**config.mk**
```make
export PLATFORM = sky130hd
export DESIGN_NAME = mem_arbiter
export DESIGN_NICKNAME = d
export VERILOG_FILES = /design/src/rtl/mem_arbiter.sv
export SDC_FILE = /design/constraint.sdc
export NUM_CORES = 1
export LEC_CHECK = 0
export ABC_AREA = 1
export BUFFER_PORTS_ARGS = -buffer_cell sky130_fd_sc_hd__buf_2
export CAP_MARGIN = 20
export CORE_UTILIZATION = 40
export DETAILED_ROUTE_END_ITERATION = 8
export HOLD_SLACK_MARGIN = 0.08
export PLACE_DENSITY = 0.76
export SETUP_SLACK_MARGIN = 0.02
export SYNTH_ARGS = -nofsm -noshare
export SYNTH_HDL_FRONTEND = slang
export SYNTH_SLANG_ARGS = --single-unit
```
**constraint.sdc**
```tcl
create_clock -name clk -period 2.03 [get_ports clk]
set_clock_uncertainty 0.1 [all_clocks]
set_input_delay 0.203 -clock clk [delete_from_list [all_inputs] [get_ports clk]]
set_output_delay 0.203 -clock clk [all_outputs]
set_load 0.01 [all_outputs]
```
**src/rtl/mem_arbiter.sv**
```systemverilog
// Two-port arbiter/sequencer in front of a single-port block RAM: grants one
// request at a time, drives the RAM strobes and returns per-port done/rdata.
module mem_arbiter #(
  parameter int AW         = 2,
  parameter int DW         = 8,
  parameter int FIXED_PRIO = 0
) (
  input  logic          clk,
  input  logic          reset,
  input  logic          a_req,
  input  logic          a_we,
  input  logic [AW-1:0] a_addr,
  input  logic [DW-1:0] a_wdata,
  output logic          a_gnt,
  output logic          a_done,
  output logic [DW-1:0] a_rdata,
  input  logic          b_req,
  input  logic          b_we,
  input  logic [AW-1:0] b_addr,
  input  logic [DW-1:0] b_wdata,
  output logic          b_gnt,
  output logic          b_done,
  output logic [DW-1:0] b_rdata,
  output logic          busy,
  output logic          mem_ce,
  output logic          mem_oce,
  output logic          mem_wre,
  output logic          mem_reset,
  output logic [AW-1:0] mem_ad,
  output logic [DW-1:0] mem_din,
  input  logic [DW-1:0] mem_dout
);

  localparam logic [1:0] S_IDLE    = 2'd0;
  localparam logic [1:0] S_ACCESS  = 2'd1;
  localparam logic [1:0] S_CAPTURE = 2'd2;

  logic [1:0]    r_state;
  logic          r_owner_b;
  logic          r_last_b;
  logic          r_mem_ce;
  logic          r_mem_wre;
  logic [AW-1:0] r_mem_ad;
  logic [DW-1:0] r_mem_din;
  logic          r_a_done;
  logic          r_b_done;
  logic [DW-1:0] r_a_rdata;
  logic [DW-1:0] r_b_rdata;

  logic w_can_grant;
  logic w_pick_b;
  logic w_a_gnt;
  logic w_b_gnt;

  // B wins when it is alone, or on a tie in round-robin mode when A went last.
  assign w_can_grant = (r_state == S_IDLE) && !reset;
  assign w_pick_b    = b_req && (!a_req || ((FIXED_PRIO == 0) && !r_last_b));
  assign w_a_gnt     = w_can_grant && a_req && !w_pick_b;
  assign w_b_gnt     = w_can_grant && w_pick_b;

  always_ff @(posedge clk or posedge reset) begin
    if (reset) begin
      r_state   <= S_IDLE;
      r_owner_b <= 1'b0;
      r_last_b  <= 1'b1;
      r_mem_ce  <= 1'b0;
      r_mem_wre <= 1'b0;
      r_mem_ad  <= '0;
      r_mem_din <= '0;
      r_a_done  <= 1'b0;
      r_b_done  <= 1'b0;
      r_a_rdata <= '0;
      r_b_rdata <= '0;
    end else begin
      // NOTE: non-blocking throughout so every register samples pre-edge values.
      r_a_done <= 1'b0;
      r_b_done <= 1'b0;
      case (r_state)
        S_IDLE: begin
          if (w_a_gnt || w_b_gnt) begin
            r_mem_ce  <= 1'b1;
            r_mem_wre <= w_b_gnt ? b_we    : a_we;
            r_mem_ad  <= w_b_gnt ? b_addr  : a_addr;
            r_mem_din <= w_b_gnt ? b_wdata : a_wdata;
            r_owner_b <= w_b_gnt;
            r_last_b  <= w_b_gnt;
            r_state   <= S_ACCESS;
          end
        end
        S_ACCESS: begin
          r_mem_ce  <= 1'b0;
          r_mem_wre <= 1'b0;
          if (r_mem_wre) begin
            r_a_done <= !r_owner_b;
            r_b_done <= r_owner_b;
            r_state  <= S_IDLE;
          end else begin
            r_state <= S_CAPTURE;
          end
        end
        S_CAPTURE: begin
          // RAM output register now holds the word read on the previous edge.
          if (r_owner_b) begin
            r_b_rdata <= mem_dout;
            r_b_done  <= 1'b1;
          end else begin
            r_a_rdata <= mem_dout;
            r_a_done  <= 1'b1;
          end
          r_state <= S_IDLE;
        end
        default: r_state <= S_IDLE;
      endcase
    end
  end

  assign a_gnt     = w_a_gnt;
  assign b_gnt     = w_b_gnt;
  assign a_done    = r_a_done;
  assign b_done    = r_b_done;
  assign a_rdata   = r_a_rdata;
  assign b_rdata   = r_b_rdata;
  assign busy      = (r_state != S_IDLE);
  assign mem_ce    = r_mem_ce;
  assign mem_oce   = 1'b1;
  assign mem_wre   = r_mem_wre;
  assign mem_reset = reset;
  assign mem_ad    = r_mem_ad;
  assign mem_din   = r_mem_din;

endmodule

```
==> qor.yml <==
end_kind: "output port"
drt_first_pass_iters: 4
dr_total_vias: 1503
post_layout_nonfiller_instances: 312
grt_usage_pct: 20.7
n_antenna_cell: 0
gr-total-overflow: 0
start_util_pct: 43.5
drt_wl_total_um: 3860
critPathSlowestCell: "dfrtp_1"
critPathMaxStageDelay_ns: 0.40
whs_path_depth: 3
setup_tns_ns: 0
die_h_um: 63.4
grt_pass1_wl_um: 6390
die_area_um2: 4030
detail-route-antenna-nets: 0
cts_buffer_depth: 2
core-area_um2: 3470
p_leak_uw: 0.00124
maxCapViolCount: 0
wl_per_cell_um: 12.4
port_buffers: 67
final-setup-viol-count: 0
cts_tree: "done"
antenna_found_initial: 0
numCtsBuffers: 5
required_ns: 1.73
crit_type: "flip-flop to output port"
synth_area_um2: 1510
grt_max_degree: 23
rsz0062_at_grt: "false"
drc: 0
hold_violations: 0
crit_chain: "inv_1 > ha_2 > inv_2 > nor2_4 > nand2_2 > a21oi_4 > buf_2"
drive_above_1_share_pct: 33.5
finalNetCount: 305
routed_via_density: 4.82
syn_inst: 171
fin_crit_sh_pct: 94.7
area_delta_synth_final_pct: 49.0
max_freq_ghz: 0.520
place_congestion: 0.757
rr_worst_depth: 10
worst_ep_arrival_time_ns: 1.62
syn_avg_cell_area_um2: 8.83
fp-row-count: 21
drv_slew: 0
dieWidth_um: 63.4
worst_slack_ns: 0.107
dp_cells: 281
ys_seq_area_share_pct: 56.4
synth_seq_cells: 34
n_fill_cell: 299
io_pins: 69
first_global_vias: 1430
clkTransAtPathRegs_ns: 0.06
cts_sinks: 34
hold_path.class: "input port to flip-flop"
h-tree-depth: 2
dpl_worst_slack_ns: 0.279
drtIter0Drc: 80
start_kind: "flip-flop"
multi_input_area_um2: 554
yosysUniqueCellTypes: 19
status: "finished, final reports clean"
syn_nets: 210
period_needed_ns: 1.92
clk_latency_ns: 0.28
vdd_ir_drop_max_mv: 0.633
ys_warn_count: 0
regArea_um2: 852
cp_max_fo: 4
dp_hpwl_um: 2520
power.density_nw_per_um2: 1330
cts_root_buf: "clkbuf_8"
placed cells by master (no fill, tap or decap), drive strengths merged:
cell	netlist	final
buf	5	75
nand2	50	50
dfrtp	33	33
nand3	25	25
dlygate4sd3	0	21
o21ai	19	19
inv	18	18
clkbuf	3	6
ha	5	5
nor2	4	4
nand4	3	3
a21oi	3	3
o21bai	1	1
conb	1	1
bufinv	0	1
dfstp	1	1
cell families (layout without fill, tap and decap cells):
kind of cell,Yosys count,count (layout),share of synthesized area [%]
adder cells (fa/ha/maj),5,5,4.14
flip-flops,34,34,56.4
buffers and inverters,26,121,7.54
other,1,1,0.248
AO/OA/AOI/OAI,23,23,8.04
AND/OR/NAND/NOR,82,82,23.6
cell usage after synthesis:
cell type  number  area, µm²
a21oi_2         1       8.76
ha_1            5       62.6
conb_1          1       3.75
nand3_1        25        125
nor2_1          3       11.3
dfrtp_1        33        826
o21ai_0        19       95.1
inv_1          17       63.8
nand4_1         3       18.8
nor2_4          1       11.3
nand2_2         1       6.26
dfstp_2         1       26.3
inv_2           1       3.75
clkbuf_1        3       11.3
buf_4           4       30.0
buf_2           1       5.00
nand2_1        49        184
a21oi_1         2       10.0
o21bai_1        1       7.51
flip-flops by register name, summed over array words and instances (netlist names):
name / cells
a_done: 1
r_state: 2
r_owner_b: 1
mem_ad: 2
mem_wre: 1
r_last_b: 1
mem_ce: 1
b_done: 1
mem_din: 8
b_rdata: 8
a_rdata: 8
routing by layer:
metal	vias to the layer above	share of wire (%)	track usage (%)
li1	733	-	-
met3	4	8.3	6.52
met1	688	44	25.4
met2	78	47	33.6
met4	0	1.1	7.95
met5	-	0	0
per-stage QoR:
step           hold slack, ns  cell area [µm²]  utilization (%)  power, µW
4_1_cts                0.0906             2220             64.1       2980
2_1_floorplan           0.223             1510                -       1850
3_3_place_gp            0.195             1890             54.6       2290
5_1_grt                0.0984             2250             64.9       3230
3_5_place_dp            0.204             1890             54.6       2320
6_report               0.0937             2250             64.9       2990
worst max-delay path, delay by kind of cell, from the launching register on:
kind	cells	cell delay, ns
AO/OA/AOI/OAI	1	0.18
flip-flops	1	0.40
AND/OR/NAND/NOR	2	0.17
adder cells (fa/ha/maj)	1	0.24
buffers and inverters	3	0.36
what timing repair did:
item,CTS,global route
hold buffers,21,0
buffers inserted,0,3
gates cloned,0,0
endpoints found under the setup margin,1,2
gates resized for setup,1,2
endpoints found under the hold margin,43,0
pin swaps,0,0
layout make-up:
class | instances | share of cell area (%)
inverters | 18 | 3.00
repair buffers | 96 | 26.9
well taps | 46 | 2.56
clock inverters | 1 | 1.33
multi-input cells | 111 | 24.6
clock buffers | 6 | 3.67
flip-flops and latches | 34 | 37.9
report_power, final:
part           total [µW]  internal, µW  switching [µW]
clock                 620           392             227
combinational        1190           503             690
sequential           1180           999             178
path summary, 6_finish.rpt:
| kind | start | endpoint | slack [ns] |
|---|---|---|---|
| max in group asynchronous | reset | b_rdata[3] | 1.12 |
| worst max register to register | r_state[0] | mem_ad[1] | 0.29 |
| min in group asynchronous | reset | mem_din[5] | 0.46 |
| worst max-delay path | r_state[0] | a_gnt | 0.11 |
| worst min-delay path | mem_dout[3] | a_rdata[3] | 0.09 |
| worst min register to register | r_last_b | r_last_b | 0.38 |
Power figures use the tool's default switching activity.
